$ cat src/rtl/rv_decode_queue_pkg.sv
// rv_decode_pkg: RV32I opcodes, funct7 constants and the decoded record shared by decoder and queue.
// Defining RV_DECODE_M_EXT_EN accepts the M-extension funct7 (0000001) as a legal R-type.
package rv_decode_pkg;
    localparam logic [6:0] OP_R      = 7'b0110011;
    localparam logic [6:0] OP_IMM    = 7'b0010011;
    localparam logic [6:0] OP_LOAD   = 7'b0000011;
    localparam logic [6:0] OP_JALR   = 7'b1100111;
    localparam logic [6:0] OP_FENCE  = 7'b0001111;
    localparam logic [6:0] OP_SYS    = 7'b1110011;
    localparam logic [6:0] OP_STORE  = 7'b0100011;
    localparam logic [6:0] OP_BRANCH = 7'b1100011;
    localparam logic [6:0] OP_LUI    = 7'b0110111;
    localparam logic [6:0] OP_AUIPC  = 7'b0010111;
    localparam logic [6:0] OP_JAL    = 7'b1101111;
    localparam logic [6:0] F7_BASE   = 7'b0000000;
    localparam logic [6:0] F7_ALT    = 7'b0100000;
    localparam logic [6:0] F7_MULDIV = 7'b0000001;
`ifdef RV_DECODE_M_EXT_EN
    localparam bit M_EXT = 1'b1;
`else
    localparam bit M_EXT = 1'b0;
`endif
    // imm and pc are held at the widest supported XLEN and narrowed at the queue outputs
    localparam int XLEN_MAX = 64;
    typedef struct packed {
        logic                rd_e;
        logic                rs1_e;
        logic                rs2_e;
        logic [4:0]          rd;
        logic [4:0]          rs1;
        logic [4:0]          rs2;
        logic                imm_e;
        logic [XLEN_MAX-1:0] imm;
        logic                pc_e;
        logic                jump_e;
        logic                branch_e;
        logic                illegal;
        logic [16:0]         full_inst;
        logic [XLEN_MAX-1:0] pc;
    } decoded_t;
endpackage

$ cat src/rtl/rv_decode_queue_if.sv
// rv_decode_queue_if: fetch-side and execute-side handshakes of the decode queue.
interface rv_decode_queue_if #(parameter int XLEN = 32, parameter int CNT_W = 3);
    logic             flush;
    logic             in_valid;
    logic             in_ready;
    logic [31:0]      in_inst;
    logic [XLEN-1:0]  in_pc;
    logic             out_valid;
    logic             out_ready;
    logic             rd_e, rs1_e, rs2_e;
    logic [4:0]       rd, rs1, rs2;
    logic             imm_e;
    logic [XLEN-1:0]  imm;
    logic             pc_e, jump_e, branch_e, illegal;
    logic [16:0]      full_inst;
    logic [XLEN-1:0]  pc_out;
    logic [CNT_W-1:0] count;
    modport master (
        output flush, in_valid, in_inst, in_pc, out_ready,
        input  in_ready, out_valid, rd_e, rs1_e, rs2_e, rd, rs1, rs2, imm_e, imm,
               pc_e, jump_e, branch_e, illegal, full_inst, pc_out, count
    );
    modport slave (
        input  flush, in_valid, in_inst, in_pc, out_ready,
        output in_ready, out_valid, rd_e, rs1_e, rs2_e, rd, rs1, rs2, imm_e, imm,
               pc_e, jump_e, branch_e, illegal, full_inst, pc_out, count
    );
endinterface

$ cat src/rtl/rv_decode_queue_comb.sv
// rv_decode_comb: combinational RV32I decode of one instruction into a decoded_t record.
// Register indices are reported only when their enable is set; illegal records carry just the pc.
module rv_decode_comb
    import rv_decode_pkg::*;
#(
    parameter int XLEN = 32
) (
    input  logic [31:0]     inst,
    input  logic [XLEN-1:0] pc,
    output decoded_t        d
);
    logic [6:0] op, f7;
    logic [2:0] f3;
    logic r_legal;
    logic [XLEN_MAX-1:0] imm_i, imm_s, imm_b, imm_u, imm_j;
    assign op = inst[6:0];
    assign f3 = inst[14:12];
    assign f7 = inst[31:25];
    assign r_legal = f7 == F7_BASE || f7 == F7_ALT || (M_EXT && f7 == F7_MULDIV);
    assign imm_i = {{52{inst[31]}}, inst[31:20]};
    assign imm_s = {{52{inst[31]}}, inst[31:25], inst[11:7]};
    assign imm_b = {{51{inst[31]}}, inst[31], inst[7], inst[30:25], inst[11:8], 1'b0};
    assign imm_u = {{32{inst[31]}}, inst[31:12], 12'b0};
    assign imm_j = {{43{inst[31]}}, inst[31], inst[19:12], inst[20], inst[30:21], 1'b0};
    always_comb begin
        d = '0;
        d.pc = XLEN_MAX'(pc);
        case (op)
            OP_R: begin
                {d.rd_e, d.rs1_e, d.rs2_e} = {3{r_legal}};
                d.illegal = !r_legal;
                d.full_inst = r_legal ? {f7, f3, op} : '0;
            end
            OP_IMM, OP_LOAD, OP_JALR, OP_FENCE, OP_SYS: begin
                {d.rd_e, d.rs1_e, d.imm_e} = 3'b111;
                d.jump_e = op == OP_JALR;
                d.imm = imm_i;
                d.full_inst = {7'b0, f3, op};
            end
            OP_STORE: begin
                {d.rs1_e, d.rs2_e} = 2'b11;
                d.imm = imm_s;
                d.full_inst = {7'b0, f3, op};
            end
            OP_BRANCH: begin
                {d.rs1_e, d.rs2_e, d.imm_e, d.pc_e, d.branch_e} = 5'b11111;
                d.imm = imm_b;
                d.full_inst = {7'b0, f3, op};
            end
            OP_LUI, OP_AUIPC: begin
                {d.rd_e, d.pc_e} = 2'b11;
                d.imm = imm_u;
                d.full_inst = {10'b0, op};
            end
            OP_JAL: begin
                {d.rd_e, d.imm_e, d.pc_e, d.jump_e} = 4'b1111;
                d.imm = imm_j;
                d.full_inst = {10'b0, op};
            end
            default: d.illegal = 1'b1;
        endcase
        d.rd  = d.rd_e  ? inst[11:7]  : '0;
        d.rs1 = d.rs1_e ? inst[19:15] : '0;
        d.rs2 = d.rs2_e ? inst[24:20] : '0;
    end
endmodule

$ cat src/rtl/rv_decode_queue.sv
// rv_decode_queue: decodes fetched instructions and buffers the records in a DEPTH-entry FIFO for execute.
// RV_DECODE_M_EXT_EN (see rv_decode_pkg) makes MUL/DIV/REM legal; otherwise they are flagged illegal.
module rv_decode_queue
    import rv_decode_pkg::*;
#(
    parameter int XLEN  = 32,
    parameter int DEPTH = 4,
    parameter int CNT_W = $clog2(DEPTH) + 1
) (
    input logic clk,
    input logic rst_n,
    rv_decode_queue_if.slave q
);
    localparam int PTR_W = $clog2(DEPTH);
    decoded_t dec, head;
    decoded_t mem [DEPTH];
    logic [PTR_W-1:0] wptr, rptr;
    logic [CNT_W-1:0] count;
    logic push, pop, in_ready, out_valid;
    rv_decode_comb #(.XLEN(XLEN)) u_dec (.inst(q.in_inst), .pc(q.in_pc), .d(dec));
    assign in_ready  = count != CNT_W'(DEPTH);
    assign out_valid = count != '0;
    assign push = q.in_valid && in_ready && !q.flush;
    assign pop  = out_valid && q.out_ready && !q.flush;
    always_ff @(posedge clk or negedge rst_n) begin
        if (!rst_n) begin
            wptr  <= '0;
            rptr  <= '0;
            count <= '0;
        end else if (q.flush) begin
            wptr  <= '0;
            rptr  <= '0;
            count <= '0;
        end else begin
            if (push) wptr <= wptr + PTR_W'(1);
            if (pop) rptr <= rptr + PTR_W'(1);
            count <= count + CNT_W'(push) - CNT_W'(pop);
        end
    end
    always_ff @(posedge clk) begin
        if (push) mem[wptr] <= dec;
    end
    // an empty queue presents an all-zero record
    assign head = out_valid ? mem[rptr] : '0;
    assign q.in_ready  = in_ready;
    assign q.out_valid = out_valid;
    assign q.count     = count;
    assign q.rd_e      = head.rd_e;
    assign q.rs1_e     = head.rs1_e;
    assign q.rs2_e     = head.rs2_e;
    assign q.rd        = head.rd;
    assign q.rs1       = head.rs1;
    assign q.rs2       = head.rs2;
    assign q.imm_e     = head.imm_e;
    assign q.imm       = head.imm[XLEN-1:0];
    assign q.pc_e      = head.pc_e;
    assign q.jump_e    = head.jump_e;
    assign q.branch_e  = head.branch_e;
    assign q.illegal   = head.illegal;
    assign q.full_inst = head.full_inst;
    assign q.pc_out    = head.pc[XLEN-1:0];
    if (XLEN < XLEN_MAX) begin : g_narrow
        logic unused_hi;
        assign unused_hi = ^{head.imm[XLEN_MAX-1:XLEN], head.pc[XLEN_MAX-1:XLEN]};
    end
endmodule

$ cat src/flat_wrapper.sv
// flat-port wrapper written by rule: the top's interface ports become plain ports
module rv_decode_queue_flat import rv_decode_pkg::*;
#(
    parameter int XLEN  = 32,
    parameter int DEPTH = 4,
    parameter int CNT_W = $clog2(DEPTH) + 1
)
  (clk, rst_n, q_flush, q_in_valid, q_in_inst, q_in_pc, q_out_ready, q_in_ready, q_out_valid, q_rd_e, q_rs1_e, q_rs2_e, q_rd, q_rs1, q_rs2, q_imm_e, q_imm, q_pc_e, q_jump_e, q_branch_e, q_illegal, q_full_inst, q_pc_out, q_count);
  rv_decode_queue_if #(.XLEN(XLEN), .CNT_W(CNT_W)) q_i ();
  input logic clk;
  input logic rst_n;
  input wire logic [$bits(q_i.flush)-1:0] q_flush;
  input wire logic [$bits(q_i.in_valid)-1:0] q_in_valid;
  input wire logic [$bits(q_i.in_inst)-1:0] q_in_inst;
  input wire logic [$bits(q_i.in_pc)-1:0] q_in_pc;
  input wire logic [$bits(q_i.out_ready)-1:0] q_out_ready;
  output wire logic [$bits(q_i.in_ready)-1:0] q_in_ready;
  output wire logic [$bits(q_i.out_valid)-1:0] q_out_valid;
  output wire logic [$bits(q_i.rd_e)-1:0] q_rd_e;
  output wire logic [$bits(q_i.rs1_e)-1:0] q_rs1_e;
  output wire logic [$bits(q_i.rs2_e)-1:0] q_rs2_e;
  output wire logic [$bits(q_i.rd)-1:0] q_rd;
  output wire logic [$bits(q_i.rs1)-1:0] q_rs1;
  output wire logic [$bits(q_i.rs2)-1:0] q_rs2;
  output wire logic [$bits(q_i.imm_e)-1:0] q_imm_e;
  output wire logic [$bits(q_i.imm)-1:0] q_imm;
  output wire logic [$bits(q_i.pc_e)-1:0] q_pc_e;
  output wire logic [$bits(q_i.jump_e)-1:0] q_jump_e;
  output wire logic [$bits(q_i.branch_e)-1:0] q_branch_e;
  output wire logic [$bits(q_i.illegal)-1:0] q_illegal;
  output wire logic [$bits(q_i.full_inst)-1:0] q_full_inst;
  output wire logic [$bits(q_i.pc_out)-1:0] q_pc_out;
  output wire logic [$bits(q_i.count)-1:0] q_count;
  assign q_i.flush = q_flush;
  assign q_i.in_valid = q_in_valid;
  assign q_i.in_inst = q_in_inst;
  assign q_i.in_pc = q_in_pc;
  assign q_i.out_ready = q_out_ready;
  assign q_in_ready = q_i.in_ready;
  assign q_out_valid = q_i.out_valid;
  assign q_rd_e = q_i.rd_e;
  assign q_rs1_e = q_i.rs1_e;
  assign q_rs2_e = q_i.rs2_e;
  assign q_rd = q_i.rd;
  assign q_rs1 = q_i.rs1;
  assign q_rs2 = q_i.rs2;
  assign q_imm_e = q_i.imm_e;
  assign q_imm = q_i.imm;
  assign q_pc_e = q_i.pc_e;
  assign q_jump_e = q_i.jump_e;
  assign q_branch_e = q_i.branch_e;
  assign q_illegal = q_i.illegal;
  assign q_full_inst = q_i.full_inst;
  assign q_pc_out = q_i.pc_out;
  assign q_count = q_i.count;
  rv_decode_queue #(.XLEN(XLEN), .DEPTH(DEPTH), .CNT_W(CNT_W)) u_core (.clk(clk), .rst_n(rst_n), .q(q_i));
endmodule
$ cat config.mk
export PLATFORM = sky130hd
export DESIGN_NAME = rv_decode_queue_flat
export DESIGN_NICKNAME = d
export VERILOG_FILES = /design/src/rtl/rv_decode_queue_pkg.sv /design/src/rtl/rv_decode_queue_if.sv /design/src/rtl/rv_decode_queue_comb.sv /design/src/rtl/rv_decode_queue.sv /design/src/flat_wrapper.sv
export SDC_FILE = /design/constraint.sdc
export NUM_CORES = 1
export LEC_CHECK = 0
export ABC_AREA = 1
export CAP_MARGIN = 20
export CELL_PAD_IN_SITES_DETAIL_PLACEMENT = 1
export CELL_PAD_IN_SITES_GLOBAL_PLACEMENT = 2
export CORE_ASPECT_RATIO = 0.6
export CORE_MARGIN = 2
export CORE_UTILIZATION = 43
export DETAILED_ROUTE_END_ITERATION = 8
export DONT_BUFFER_PORTS = 1
export GPL_TIMING_DRIVEN = 1
export PLACE_DENSITY_LB_ADDON = 0.25
export SLEW_MARGIN = 20
export SYNTH_ARGS = -nofsm -noshare
export SYNTH_HDL_FRONTEND = slang
export SYNTH_SLANG_ARGS = --single-unit
$ cat constraint.sdc
create_clock -name clk -period 7.45 [get_ports clk]
set_input_delay 0 -clock clk [delete_from_list [all_inputs] [get_ports clk]]
set_output_delay 0 -clock clk [all_outputs]
set_load 0.05 [all_outputs]
## After elaboration in Yosys (flattened, before gate mapping)

Memory sizes are Yosys's and may differ from the RTL's.
Index checks and enable logic that the tools add are counted.

| operators by class | value |
|---|---|
| equality and inequality tests | 13 |
| $add $sub $neg | 4 |
| mux-type cells | 22 |
| reduce and logical (&&, ||, !) cells | 20 |

Operators with widths:

| cell | number |
|---|---|
| case mux 64 bit (5 select lines) | 1 |
| two-way mux 168 bit | 1 |
| case mux 17 bit (3 select lines) | 1 |
| equality test 7 x 6 -> 1 bit, second input constant | 4 |
| equality test 7 bit, second input constant | 4 |
| two-way mux 17 bit | 1 |
| two-way mux 5 bit | 3 |
| equality test 7 x 5 -> 1 bit, second input constant | 2 |
| OR reduction 7 bit | 2 |
| case mux 1 bit (2 select lines) | 5 |
| OR reduction 10 bit | 1 |
| two-way mux 2 bit | 4 |
| OR reduction 8 bit | 1 |
| equality test 7 x 2 -> 1 bit, second input constant | 1 |
| equality test 7 x 4 -> 1 bit, second input constant | 1 |
| zero test 7 bit | 1 |
| two-way mux 1 bit | 5 |
| OR reduction 5 bit | 1 |
| adder 2 x 1 -> 2 bit, second input constant | 2 |
| logical AND 1 bit | 4 |
| nonzero test 2 bit | 2 |
| OR reduction 2 bit | 2 |
| OR reduction 4 bit | 1 |
| adder 3 x 1 -> 3 bit | 1 |
| other kinds (7) | 8 |

| word-level totals | value |
|---|---|
| bits in registers | 7 |
| word-level logic and storage cells | 63 |
| memories | 1 |
| RAM bits | 544 |

Memory list:

| name | depth | width | rd ports | clocked after Yosys merged registers in | wr ports | line | source |
|---|---|---|---|---|---|---|---|
| u_core.mem | 4 | 136 | 1 | 0 | 1 | rv_decode_queue.sv:16 | `decoded_t mem [DEPTH];` |

## Logic depth before layout (Yosys ltp)

| depth | value |
|---|---|
| depth in word-level cells | 6 |
| depth in mapped cells | 11 |
| gate-level depth less buffers | 11 |

## Modules after synthesis

Synthesis repeated with hierarchy kept, for this count alone.

| unflattened totals | value |
|---|---|
| cells, all modules | 1998 |
| area, all modules | 19769.0 um2 |

Modules (own cells, without submodules):

| module | area each (um2) | cells an instance | instances | sequential area each (um2) |
|---|---|---|---|---|
| rv_decode_queue | 18072.3 | 1703 | 1 | 12667.1 |
| rv_decode_comb | 1696.6 | 295 | 1 | 0.0 |

## Least setup slack after synthesis

OpenSTA, ideal clock, no wires.

| path | value |
|---|---|
| kind | reg2reg |
| from | register u_core.count[1], in the netlist u_core.q.count[1] |
| to | memory u_core.mem[0][0] (netlist name) (enable) |
| setup time | 0.568 ns |
| buffers on the path | 0 |
| arrival | 5.920 ns |
| period minus slack after synthesis | 6.488 ns |
| cell stages (with the launch flop) | 5 |
| slack | 0.962 ns |
| cell sequence | dfrtp_1 -> inv_1 -> nand3_1 -> nand3_1 -> nor2_1 |

| on the way | value |
|---|---|
| word-level cells in the longest chain between the ends | 5 |

RTL lines:

| element | line | source |
|---|---|---|
| start, declared | rv_decode_queue.sv:18 | `logic [CNT_W-1:0] count;` |
| start signal, assigned | rv_decode_queue.sv:37 | `count <= count + CNT_W'(push) - CNT_W'(pop);` |
| inequality test 3 bit | rv_decode_queue.sv:21 | `assign in_ready = count != CNT_W'(DEPTH);` |
| named net q_in_ready | flat_wrapper.sv:17 | `output wire logic [$bits(q_i.in_ready)-1:0] q_in_ready;` |
| logical AND 1 bit (2 in series) | rv_decode_queue.sv:23 | `assign push = q.in_valid && in_ready && !q.flush;` |
| two-way mux 1 bit | rv_decode_queue.sv:41 | `if (push) mem[wptr] <= dec;` |
| two-way mux 1 bit (implied by the code) | rv_decode_queue.sv:41 |  |
| end, declared | rv_decode_queue.sv:16 |  |

The timed path passes the listed nets, and every way through them passes these cells.

## Worst setup path in the final report

| path | value |
|---|---|
| from | register u_core.count[1], in the netlist u_core.q.count[1] |
| to | memory u_core.mem[0][51] (netlist name) (enable) |

Same word-level chain as after synthesis.

==> flow_summary.ini <==
[route]
drt_iter0_markers = 888
route.detailed.drc = 0
routed_wl_um = 46950
vias = 11330
routedWlPerCell_um = 22.07
drtPass1Iterations = 5
viasPerCell = 5.329
ant_nets = 0

[clock_tree]
numCtsBuffers = 41
cts_tree = yes
clock-root-buffer = clkbuf_16
htreeDepth = 2
cts_buffer_depth = 3
cts_resized = 0
insertion_delay_ns = 0.55
cts_hold_buf = 69
clkTransAtPathRegs_ns = 0.06
cts_sinks = 423
post-cts-setup-buffers = 0

[yosys]
synth_edf_count = 416
synth-seq-area-share_pct = 73.62
async_reset_ff_share_pct = 1.655
syn_avg_cell_area_um2 = 11.74
ys_ff_latch = 423
ys_types = 27
synth.area.top_cells = edfxtp_1 73%, nor2_1 9.9%, o21ai_0 6.0%
synthCells = 1466
synth_flop_cell = edfxtp_1
syn-cell-area_um2 = 17210
yosys.area.top_type = edfxtp_1
synth_top_cell_area_share_pct = 72.60
yosysWarnings = 0

[layout]
syn_to_final_growth_pct = 16.09
final_cells = 2127
nets = 1649
mostFrequentLayoutCell = nor2_1
utilization_pct = 50.91
drive_gt1_share_pct = 8.224
n_antenna_cell = 0
final_cell_mix = 451 x nor2_1, 416 x edfxtp_1, 205 x o21ai_0

[setup_path]
worstPathArrival_ns = 4.05
path_delay_family = buffers and inverters
cp_num_buf_inv = 3
critPathKind = reg2reg
crit_path_max_fanout = 69
reg2reg_slack_ns = 3.56
r2r-end = u_core.mem[0][51]$_DFFE_PP_
cp-end-kind = flip-flop
r2r_cells = 6
max_stage_delay_ns = 0.90
required_ns = 7.61
cp_cell_sequence = inv_1 > nand3_1 > nand3_1 > nor2_4 > buf_4 > buf_4
crit_slowest_cell = buf_4
r2r_start = u_core.q.count[1]$_DFF_PN0_
cp-start-kind = flip-flop

[timing]
final.setup_skew_ns = 0.01245
slew_headroom_pct = 20.03
period_minus_slack_ns = 3.892
hold_violations = 0
rsz0062_at_grt = no
drv_slew = 0
worstMarginPinSlew_ns = 1.203
min_period_over_period_pct = 52.24
fmax_ghz = 0.2569
finalSetupViolations = 0
setup_tns_ns = 0

[floorplanning]
core_area_um2 = 39240
num_rows = 56
initial_core_util_pct = 43.85
dieArea_um2 = 41680
die_w_um = 262.2
die_height_um = 159.0
io_pins = 178

[grt]
grtUsageMet3_pct = 3.758
grt_pass1_wl_um = 72630
antenna_found_initial = 0
busiest_layer = met2
grt_util_met1_pct = 32.64
grtUsageTotal_pct = 22.53
grt_max_degree = 89
grt_pass1_vias = 11730
overflow = 0
met2_usage_pct = 35.74

[placement]
io_buffer_count = 0
place_hpwl_um = 27500
placed_cells = 1982
place.gp.congestion = 0.7675

[power]
power.density_nw_per_um2 = 377.1
p_leak_nw = 7.165
p_total_mw = 7.533
ir_drop_v = 0.0002309

[status]
status = complete, no violations

[flow_run]
cap_violations = 0

[hold_path]
min_from = q_in_inst[4]
whs_path_depth = 4
hp-class = in2reg
min_to = u_core.mem[0][47]$_DFFE_PP_
[area by class of cell]
class / count / area [um2]
Timing Repair Buffer: 125 / 1136
Inverter: 57 / 226.5
Clock inverter: 23 / 102.6
Clock buffer: 52 / 1110
Tap cell: 522 / 653.1
Multi-Input combinational cell: 925 / 4071
Sequential cell: 423 / 12670
Fill cell: 4110 / 19260
[registers in the layout (all words and copies together) (netlist names)]
register	cells
u_core.mem	416
u_core.q.count	3
u_core.rptr	2
u_core.wptr	2
[report_power, final]
part           leakage, nW  total [mW]  internal [mW]  switching (mW)
logic                 2.71        2.74          0.475            2.27
registers             3.87        2.85           2.75           0.104
clock network        0.592        1.93           1.05           0.880
total                 7.16        7.53           4.28            3.25
[cells in the mapped netlist (7+ instances only)]
master	number
nand2_1	75
inv_1	51
o21ai_1	8
buf_2	39
edfxtp_1	416
clkbuf_1	36
o21ai_0	205
a21oi_1	111
nor2_1	455
nand3_1	23
dfrtp_1	7
[routing by layer]
layer	part of all wire, %	vias up	wire length, um
li1	-	5281	-
met3	4.4	59	2071
met1	47	5768	22220
met2	46	226	21770
met5	0	-	0
met4	1.9	0	888
[worst max path at each step]
| stage | from | endpoint | slack (ns) | cells past startpoint |
|---|---|---|---|---|
| after floorplan | u_core.q.count[1]$_DFF_PN0_ | u_core.mem[0][0]$_DFFE_PP_ | 0.96 | 4 |
| after global placement | u_core.q.count[1]$_DFF_PN0_ | u_core.mem[3][62]$_DFFE_PP_ | 3.23 | 5 |
| after detailed placement | u_core.q.count[1]$_DFF_PN0_ | u_core.mem[1][62]$_DFFE_PP_ | 3.48 | 5 |
| after CTS | u_core.q.count[1]$_DFF_PN0_ | u_core.mem[1][57]$_DFFE_PP_ | 3.46 | 5 |
| after global routing | u_core.q.count[1]$_DFF_PN0_ | u_core.mem[0][55]$_DFFE_PP_ | 3.34 | 6 |
| final | u_core.q.count[1]$_DFF_PN0_ | u_core.mem[0][51]$_DFFE_PP_ | 3.56 | 6 |
[cells by family after synthesis]
group                    share of synthesized area [%]
other                                          0.02179
buffers and inverters                            3.461
AND/OR/NAND/NOR                                  12.75
adder cells (fa/ha/maj)                         0.5526
flip-flops                                       73.62
AO/OA/AOI/OAI                                    9.591
[worst reg2reg max path, cell delays in order, from the launching register on]
cell	delay [ns]
dfrtp_1	0.69
inv_1	0.15
nand3_1	0.52
nand3_1	0.51
nor2_4	0.19
buf_4	0.47
buf_4	0.91
[per-stage QoR]
step / hold slack, ns / area [um2] / setup WS [ns]
floorplan: -0.2956 / 17290 / 0.9619
global placement: -0.2955 / 18020 / 3.232
detailed placement: -0.2954 / 18040 / 3.480
CTS: 0.02572 / 19950 / 3.457
global route: 0.08813 / 19970 / 3.336
finish: 0.05202 / 19970 / 3.558
Note: power is estimated with default switching activity, not from simulation.
